<file path="config.mk">
export PLATFORM = sky130hd
export DESIGN_NAME = reg_xfer_seq
export DESIGN_NICKNAME = d
export VERILOG_FILES = /design/src/rtl/reg_xfer_seq_pkg.sv /design/src/rtl/reg_idx_cnt.sv /design/src/rtl/reg_xfer_seq.sv
export SDC_FILE = /design/constraint.sdc
export NUM_CORES = 1
export LEC_CHECK = 0
export ABC_AREA = 1
export ABC_CLOCK_PERIOD_IN_PS = 2270
export CAP_MARGIN = 20
export CORE_ASPECT_RATIO = 0.6
export CORE_MARGIN = 1.5
export CORE_UTILIZATION = 50
export DETAILED_ROUTE_END_ITERATION = 10
export GPL_ROUTABILITY_DRIVEN = 0
export MAX_ROUTING_LAYER = met4
export PLACE_DENSITY = 0.79
export SLEW_MARGIN = 30
export SYNTH_ARGS = -nofsm -noshare
export SYNTH_HDL_FRONTEND = slang
export SYNTH_SLANG_ARGS = --single-unit
</file>
<file path="constraint.sdc">
create_clock -name clock -period 2.27 [get_ports clock]
set_clock_uncertainty 0.2 [all_clocks]
set_input_delay 0.227 -clock clock [delete_from_list [all_inputs] [get_ports clock]]
set_output_delay 0.227 -clock clock [all_outputs]
set_load 0.01 [all_outputs]
</file>
<file path="src/rtl/reg_xfer_seq_pkg.sv">
// Shared definitions for the register-transfer sequencer: opcodes, FSM
// state encoding, register-file geometry and index arithmetic.
package reg_xfer_seq_pkg;

  localparam int NUM_REGS = 8;
  localparam int IDX_W    = $clog2(NUM_REGS);

  typedef enum logic [1:0] {
    OP_MOV   = 2'b00,
    OP_SWAP  = 2'b01,
    OP_BLOCK = 2'b10,
    OP_RSV   = 2'b11
  } op_e;

  typedef enum logic [2:0] {
    ST_IDLE = 3'd0,
    ST_XFER = 3'd1,
    ST_SW1  = 3'd2,
    ST_SW2  = 3'd3,
    ST_SW3  = 3'd4,
    ST_BLK  = 3'd5
  } state_e;

  // Register index addition; wraps modulo NUM_REGS through the index width.
  function automatic logic [IDX_W-1:0] idx_add(input logic [IDX_W-1:0] base,
                                               input logic [IDX_W-1:0] off);
    return base + off;
  endfunction

endpackage

</file>
<file path="src/rtl/reg_idx_cnt.sv">
// Wrapping register-index counter used to step through a BLOCK transfer.
// Reset and clear force zero; without inc the value holds.
module reg_idx_cnt
  import reg_xfer_seq_pkg::*;
(
  input  logic             clk,
  input  logic             rst,
  input  logic             clr,
  input  logic             inc,
  output logic [IDX_W-1:0] cnt_o
);

  logic [IDX_W-1:0] cnt_q;

  // Counter register: reset/clear to zero, advance on inc, otherwise hold.
  always_ff @(posedge clk) begin
    if (rst || clr) begin
      cnt_q <= '0;
    end else if (inc) begin
      cnt_q <= idx_add(cnt_q, IDX_W'(1));
    end
  end

  assign cnt_o = cnt_q;

endmodule

</file>
<file path="src/rtl/reg_xfer_seq.sv">
// Register-transfer sequencer: accepts MOV / SWAP / BLOCK commands and
// drives the register-file bus enables and indices cycle by cycle.
// Bus outputs are registered one cycle ahead of use; stall holds all
// state and masks the registered outputs in the stalled cycle.
module reg_xfer_seq
  import reg_xfer_seq_pkg::*;
(
  input  logic             clock,
  input  logic             reset,
  input  logic             cmdValid,
  output logic             cmdReady,
  input  logic [1:0]       cmdOp,
  input  logic [IDX_W-1:0] cmdSrc,
  input  logic [IDX_W-1:0] cmdDst,
  input  logic [IDX_W-1:0] cmdCount,
  input  logic             stall,
  output logic             oe,
  output logic             load,
  output logic [1:0]       oeSourceSel,
  output logic             loadSourceSel,
  output logic [IDX_W-1:0] useqRegSelOE,
  output logic [IDX_W-1:0] useqRegSelLoad,
  output logic             tmpOE,
  output logic             tmpLoad,
  output logic             done,
  output logic             err
);

  state_e           state_q;
  op_e              op_q;
  logic [IDX_W-1:0] src_q, dst_q, count_q;
  logic             ready_q;
  logic             oe_q, load_q, tmp_oe_q, tmp_load_q, done_q;
  logic [IDX_W-1:0] sel_oe_q, sel_load_q;

  logic             stall_act;
  logic             accept;
  logic [IDX_W-1:0] cnt;
  logic [IDX_W-1:0] cnt_nxt;
  logic             blk_inc;

  assign stall_act = stall && (state_q != ST_IDLE);
  assign accept    = (state_q == ST_IDLE) && cmdValid && ready_q;
  assign cnt_nxt   = idx_add(cnt, IDX_W'(1));
  assign blk_inc   = (state_q == ST_BLK) && !stall && (cnt != count_q);

  reg_idx_cnt u_idx_cnt (
    .clk   (clock),
    .rst   (reset),
    .clr   (accept),
    .inc   (blk_inc),
    .cnt_o (cnt)
  );

  // Sequencer FSM: state, latched command and next-cycle bus outputs.
  always_ff @(posedge clock) begin
    if (reset) begin
      state_q    <= ST_IDLE;
      op_q       <= OP_MOV;
      src_q      <= '0;
      dst_q      <= '0;
      count_q    <= '0;
      ready_q    <= 1'b1;
      oe_q       <= 1'b0;
      load_q     <= 1'b0;
      tmp_oe_q   <= 1'b0;
      tmp_load_q <= 1'b0;
      done_q     <= 1'b0;
      sel_oe_q   <= '0;
      sel_load_q <= '0;
    end else if (!stall_act) begin
      // Bus activity is a one-cycle pulse unless a branch below re-arms it.
      oe_q       <= 1'b0;
      load_q     <= 1'b0;
      tmp_oe_q   <= 1'b0;
      tmp_load_q <= 1'b0;
      done_q     <= 1'b0;
      sel_oe_q   <= '0;
      sel_load_q <= '0;
      case (state_q)
        ST_IDLE: begin
          if (accept) begin
            op_q    <= op_e'(cmdOp);
            src_q   <= cmdSrc;
            dst_q   <= cmdDst;
            count_q <= cmdCount;
            ready_q <= 1'b0;
            case (op_e'(cmdOp))
              OP_MOV: begin
                state_q    <= ST_XFER;
                oe_q       <= 1'b1;
                load_q     <= 1'b1;
                sel_oe_q   <= cmdSrc;
                sel_load_q <= cmdDst;
                done_q     <= 1'b1;
              end
              OP_SWAP: begin
                if (cmdSrc == cmdDst) begin
                  // Self-swap is a no-op: a single quiet cycle that completes.
                  state_q <= ST_SW3;
                  done_q  <= 1'b1;
                end else begin
                  state_q    <= ST_SW1;
                  oe_q       <= 1'b1;
                  sel_oe_q   <= cmdSrc;
                  tmp_load_q <= 1'b1;
                end
              end
              OP_BLOCK: begin
                state_q    <= ST_BLK;
                oe_q       <= 1'b1;
                load_q     <= 1'b1;
                sel_oe_q   <= cmdSrc;
                sel_load_q <= cmdDst;
                done_q     <= (cmdCount == '0);
              end
              default: begin
                // Reserved opcode: one completion cycle flagged as an error.
                state_q <= ST_XFER;
                done_q  <= 1'b1;
              end
            endcase
          end
        end
        ST_SW1: begin
          state_q    <= ST_SW2;
          oe_q       <= 1'b1;
          sel_oe_q   <= dst_q;
          load_q     <= 1'b1;
          sel_load_q <= src_q;
        end
        ST_SW2: begin
          state_q    <= ST_SW3;
          tmp_oe_q   <= 1'b1;
          load_q     <= 1'b1;
          sel_load_q <= dst_q;
          done_q     <= 1'b1;
        end
        ST_BLK: begin
          if (cnt == count_q) begin
            state_q <= ST_IDLE;
            ready_q <= 1'b1;
          end else begin
            oe_q       <= 1'b1;
            load_q     <= 1'b1;
            sel_oe_q   <= idx_add(src_q, cnt_nxt);
            sel_load_q <= idx_add(dst_q, cnt_nxt);
            done_q     <= (cnt_nxt == count_q);
          end
        end
        default: begin
          // XFER and SW3 are single terminal cycles.
          state_q <= ST_IDLE;
          ready_q <= 1'b1;
        end
      endcase
    end
  end

  // A stalled cycle shows no bus activity; the held registers replay afterwards.
  assign cmdReady       = ready_q;
  assign oe             = oe_q & ~stall_act;
  assign load           = load_q & ~stall_act;
  assign tmpOE          = tmp_oe_q & ~stall_act;
  assign tmpLoad        = tmp_load_q & ~stall_act;
  assign done           = done_q & ~stall_act;
  assign err            = (state_q == ST_XFER) && (op_q == OP_RSV) && !stall_act;
  assign useqRegSelOE   = stall_act ? '0 : sel_oe_q;
  assign useqRegSelLoad = stall_act ? '0 : sel_load_q;
  assign oeSourceSel    = 2'b00;
  assign loadSourceSel  = 1'b0;

endmodule

</file>
==> metrics.md <==
| Metric | Value |
|---|---|
| Die Wd | `81.1 um` |
| Rows | `16` |
| CTS buffer count | `5` |
| Worst-path fanout max | `5` |
| Worst path slowest cell | `clkdlybuf4s50_1` |
| Register bit total from synthesis | `29` |
| # diodes | `0` |
| Net Sw Power | `1.04 mW` |
| Required @ worst endpoint | `1.84 ns` |
| First-pass GRT wire length | `7510 um` |
| CTS max path bufs | `2` |
| Post-Synthesis Cell Area | `0.00183 mm2` |
| Post-route DRC | `0` |
| Max VDD drop | `0.692 mV` |
| Fin worst setup slack | `0.0817 ns` |
| Initial DRC count | `157` |
| I/O Buffers | `27` |
| CP Cell Sequence | `nor2_4 > nand2_4 > inv_2 > nor2_4 > nor3_1 > clkdlybuf4s50_1` |
| DRT antenna net count | `0` |
| Seq/Total Area, Yosys | `0.317` |
| CP dominant cell by count | `nor2_4` |
| Switching share of power | `0.451` |
| Clock slew at reported path FFs | `0.06 ns` |
| Clock Latency Late Sink | `0.29 ns` |
| Max stage delay on crit path | `0.56 ns` |
| Post-synthesis instance total | `260` |
| Layout Area Growth over Synthesis | `22.7%` |
| CP arrival | `1.76 ns` |
| Root Driver | `clkbuf_8` |
| Setup violations, final | `0` |
| Netlist cell types | `36` |
| First drt pass iteration count | `4` |
| Final Net Count | `318` |
| Layout cell share with drive strength beyond 1 | `0.122` |
| Worst hold path class | `reg2reg` |
| Final Hold Violating Endpoints | `0` |
| Syn avg cell area | `7.04 um2` |
| Initial Util | `0.541` |
| Number of global-route vias before repair | `1613` |
| DP HPWL | `3300 um` |
| Htree depth | `2` |
| Final min period | `2.19 ns` |
| Internal | `1.27 mW` |
| Routed length per instance | `12.6 um` |
| Ports | `31` |
| CP Class | `reg2out` |
| Remaining Overflow, GRT | `0` |
| Max-slew violation count | `0` |
| Max-cap violation count | `0` |
| CP Capture Type | `primary output` |
| Total routed wirelength | `4260 um` |
| CORE AREA | `0.00338 mm2` |
| Vias/cell | `5.10` |
| Sequential Power Share | `0.321` |
| Pwr/cell area | `1030 mW/mm2` |
| All-Layer GR Usage | `0.256` |
| Yosys Warn Count | `0` |
| Die H | `49.9 um` |
| Status | `finished, final reports clean` |
| Die area | `0.00404 mm2` |
| Setup Total Neg Slack | `0 ns` |
| Logic pwr share | `0.496` |
| Vias | `1729` |
| Tcrit/Tclk final | `0.964` |
| Leakage | `1.01 nW` |
| RSZ-0062 raised after global routing | `false` |
| Largest net degree at the start of global routing | `24` |
| CTS Sinks | `29` |
| FMAX | `457 MHz` |
| Worst slack, placed | `0.122 ns` |
| Clk pwr share | `0.183` |
| Antenna violations before repair | `0` |
| Critical path startpoint category | `flop` |
| TritonCTS clock tree | `yes` |
[final cells by class]
class                           count  area (um2)
Fill cell                         304        1140
Multi-Input combinational cell    181        1040
Sequential cell                    29         581
Timing Repair Buffer               33         314
Inverter                           43         168
Clock buffer                        5        68.8
Tap cell                           45        56.3
Clock inverter                      3        17.5
[Yosys cell counts, drive strengths merged]
library cell,number,share of area
inv,42,0.089
o22ai,3,0.010
a31oi,4,0.014
dfxtp,29,0.32
or2,1,0.0034
xnor2,7,0.038
o21ai,16,0.044
nand2,54,0.12
clkbuf,2,0.0041
nor3,3,0.0082
nand4,2,0.0068
xor2,3,0.014
a21oi,21,0.060
conb,1,0.0021
clkinv,1,0.0027
a22oi,1,0.0041
nand3,18,0.052
fa,2,0.022
ha,8,0.055
a211oi,2,0.0082
buf,7,0.029
o211ai,1,0.0068
nor2,32,0.092
[registers in the layout (all words and copies together), names as in the netlist]
name and flops:
src_q 3, u_idx_cnt.cnt_o 3, oe_q 1, done_q 1, tmp_load_q 1, op_q 2
load_q 1, cmdReady 1, dst_q 3, state_q 3, sel_oe_q 3, sel_load_q 3
count_q 3, tmp_oe_q 1
[cell usage in the layout, fill, tap and decap left out, types with 3 or more instances in the layout]
cell type,netlist,routed
o22ai_1,3,3
nor2_1,26,26
ha_1,8,7
buf_4,5,5
dfxtp_1,29,29
inv_1,37,36
clkinv_2,1,3
nand2_1,51,51
clkdlybuf4s50_1,0,16
nor2_4,4,4
o21ai_0,14,14
xor2_1,3,3
a21oi_1,20,20
conb_1,1,3
a31oi_1,4,4
nor3_1,3,3
inv_2,3,4
clkbuf_8,0,5
nand3_1,17,17
dlygate4sd2_1,0,11
xnor2_1,6,6
[critical path, delay by kind of cell, from the launching register on]
| kind | cells | cell delay (ns) |
|---|---|---|
| buf+inv | 2 | 0.67 |
| simple gates | 4 | 0.46 |
| flops | 1 | 0.35 |
[power groups by stage]
stage,registers (mW),clock network [mW],logic (mW)
CTS,0.738,0.431,1.14
floorplan,0.730,0,0.865
detailed placement,0.747,0,1.15
global route,0.759,0.457,1.29
global placement,0.745,0,1.14
finish,0.742,0.424,1.15
[cells by family (layout without fill, tap and decap cells)]
logic type      Yosys count  count (layout)  share of synthesized area
other cells               1               3                    0.00205
compound gates           48              48                      0.146
fa+ha+maj                10              10                     0.0766
flops                    29              29                      0.317
buf+inv                  52              84                      0.125
xor+xnor                 10              10                     0.0520
simple gates            110             110                      0.280
[through the flow]
step	cell area (um2)	hold WS, ns	util	std cells	total power, mW
final	2240	0.263	0.663	339	2.31
after CTS	2230	0.268	0.660	339	2.31
after detailed placement	2160	0.257	0.638	331	1.90
after floorplan	1840	0.0961	-	262	1.60
after global placement	2160	0.254	0.638	331	1.88
after global routing	2240	0.299	0.663	339	2.51
[worst paths after layout]
path / startpoint / end / slack (ns) / cells after the start
max: state_q[2]$_SDFFE_PP0P_ / err / 0.08 / 6
min: tmp_oe_q$_SDFFE_PP0N_ / tmp_oe_q$_SDFFE_PP0N_ / 0.26 / 2
max reg2reg: u_idx_cnt.cnt_o[1]$_SDFFE_PP0P_ / sel_oe_q[2]$_SDFFE_PP0N_ / 0.18 / 10
min reg2reg: tmp_oe_q$_SDFFE_PP0N_ / tmp_oe_q$_SDFFE_PP0N_ / 0.26 / 2
[layer usage]
metal | vias to the layer above | global-route usage | part of all wire
met3 | 6 | 0.0611 | 0.087
met1 | 775 | 0.366 | 0.50
li1 | 883 | - | -
met2 | 65 | 0.357 | 0.40
met5 | - | - | 0
met4 | 0 | 0.0690 | 0.010
[timing repair]
item                                    4_1_cts  5_1_grt
resized for setup                            11        2
hold buffers                                  0        0
setup buffers                                 0        0
pin swaps                                     0        1
endpoints found under the setup margin       11        1
No activity file was read; power rests on OpenSTA's default activity.
==> patch, RTL diff (same settings) <==
The package constant `NUM_REGS` goes from 8 to 4.
--- a/src/rtl/reg_xfer_seq_pkg.sv
+++ b/src/rtl/reg_xfer_seq_pkg.sv
@@ -4,3 +4,3 @@
 
-  localparam int NUM_REGS = 8;
+  localparam int NUM_REGS = 4;
   localparam int IDX_W    = $clog2(NUM_REGS);
Interface: changed (5 resized); port bits go from 31 to 26. The function was not compared with the original's and may differ.
==> patch against the unedited design <==
Combinational power is 9% lower. Via count fell by 15%. Power is 17% lower. Non-clock buffer count fell by 6. Routed wire length decreased by 16%. Sequential cell count is 6 lower. Global-route usage down 0.91 points. Sequential power decreased by 18%. Hold slack gained 4.4 ps. Synthesized area shrank 17%. Cell area fell by 18%. Register-to-register slack improved by 390 ps. Worst setup slack better by 34 ps. Maximum frequency rose by 1.6%.
==> patch: results (changes against the unedited design) <==
- Status: finished, final reports clean (unchanged)
- Crit-path max FO: 19 (was 5)
- Share of layout cells above drive strength 1: 12.1% (was 12.2%)
- Met2 wire length: 1340 um (was 1710 um)
- DP Wirelength: 2760 um (was 3300 um)
- GRT Total Usage: 24.7% (was 25.6%)
- Pin count of the biggest net entering global routing: 20 (was 24)
- Via density: 4.77 (was 5.10)
- Global-route wire length before repair: 5890 um (was 7510 um)
- Max reg flops: 3
- CTS Buffer Depth: 2 (unchanged)
- Static leakage: 0.000829 uW (was 0.00101 uW)
- Nets: 284 (was 318)
- Worst-path clk slew: 80 ps (was 60 ps)
- Antenna violations before repair: 0 (unchanged)
- DR top layer: met4 (unchanged)
- CTS buffer count: 3 (was 5)
- VDD IR max: 435 uV (was 692 uV)
- Clk Latency, worst-skew pair: 270 ps (was 290 ps)
- Hold Path Class: reg -> reg (unchanged)
- ANT cells: 0 (unchanged)
- Reg2Reg Depth: 8 (was 10)
- Area contributors post-synth: dfxtp_1, nand2_1, inv_1 (unchanged)
- Area leader, netlist: dfxtp_1 (unchanged)
- Yosys cell types: 29 (was 36)
- Met3 wire len: 302 um (was 369 um)
- CTS H-tree lvls: 1 (was 2)
- Biggest register: state_q
- Drt pass-1 iters: 4 (unchanged)
- I/O Buffers: 22 (was 27)
- Root Buffer: clkbuf_8 (unchanged)
- Area after DPL: 1790 sq um (was 2160 sq um)
- Vias in the first global route: 1204 (was 1613)
- Final setup fails: 0 (unchanged)
- Sequential-to-total area share from yosys stat: 30.2% (was 31.7%)
- Worst EP arrival: 1730 ps (was 1760 ps)
- Final WL: 3590 um (was 4260 um)
- First-iteration detailed-routing DRC count: 127 (was 157)
- Worst hold stages: 2 (unchanged)
- Post-synth ARST share: 0% (unchanged)
- Synth warnings: 0 (unchanged)
- Post-synth top cells: nand2_1, inv_1, dfxtp_1, nor2_1, a21oi_1 (unchanged)
- WL met1: 1940 um (was 2140 um)
patch: cell types whose count changed after synthesis, moves of 4 or more:
cell     change
o21ai_0      -7
inv_2        +5
nand2_1     +25
dfxtp_1      -6
xnor2_1      -5
a31oi_1      -4
nand3_1      -8
inv_1        -6
a21oi_1      -5
o21ai_1      +7
patch: routing by layer:
metal | vias to the layer above | GRT usage [%]
li1 | 787 | -
met1 | 628 | 37.0
met2 | 48 | 31.3
met3 | 2 | 8.41
met4 | 0 | 4.36
met5 | - | -
patch: cell type report:
cell class              instances  area [sq um]
flip-flops and latches         23           460
inverters                      39           149
fillers                       273          1050
clock buffers                   4          45.0
well taps                      42          52.6
multi-input cells             172           878
repair buffers                 27           258
patch: worst paths after layout:
check	from	endpoint	slack (ps)
worst max-delay path	state_q[2]	tmpOE	120
worst min-delay path	load_q	load_q	270
worst max register to register	state_q[2]	sel_load_q[0]	570
worst min register to register	load_q	load_q	270
patch: critical path, cell delays in order, from the launching register on:
cell	delay, ps
dfxtp_1	370
nor2_4	160
nand2_4	100
nand2_4	80
inv_4	80
nor2_1	110
clkdlybuf4s50_1	550
patch: report_power, final:
group / internal, uW / switching (uW)
registers: 506 / 99.9
logic: 390 / 663
clock network: 126 / 139
total: 1020 / 902
patch: logic make-up after synthesis:
| kind of cell | after synthesis | share of synthesized area [%] |
|---|---|---|
| AOI/OAI and AO/OA | 40 | 14.8 |
| xor gates and xnor gates | 2 | 1.15 |
| adders and majority gates | 6 | 4.92 |
| buffers and inverters | 46 | 12.8 |
| DFF | 23 | 30.2 |
| other | 1 | 0.246 |
| and+or+nand+nor | 121 | 35.9 |
patch: through the flow:
stage | utilization (%) | std cells | worst slack, ps | total power (uW)
final | 63.8 | 307 | 116 | 1920
after floorplan | - | 241 | 695 | 1360
after global routing | 63.8 | 307 | 18.6 | 2090
after global placement | 61.9 | 302 | 246 | 1610
after CTS | 63.7 | 307 | 35.9 | 1900
after detailed placement | 61.9 | 302 | 218 | 1610
patch: repair_timing:
action                                  4_1_cts  5_1_grt
pin swaps                                     1        0
gates resized for setup                       0        2
buffers inserted                              1        0
endpoints found under the setup margin        2       10
hold buffers                                  0        0
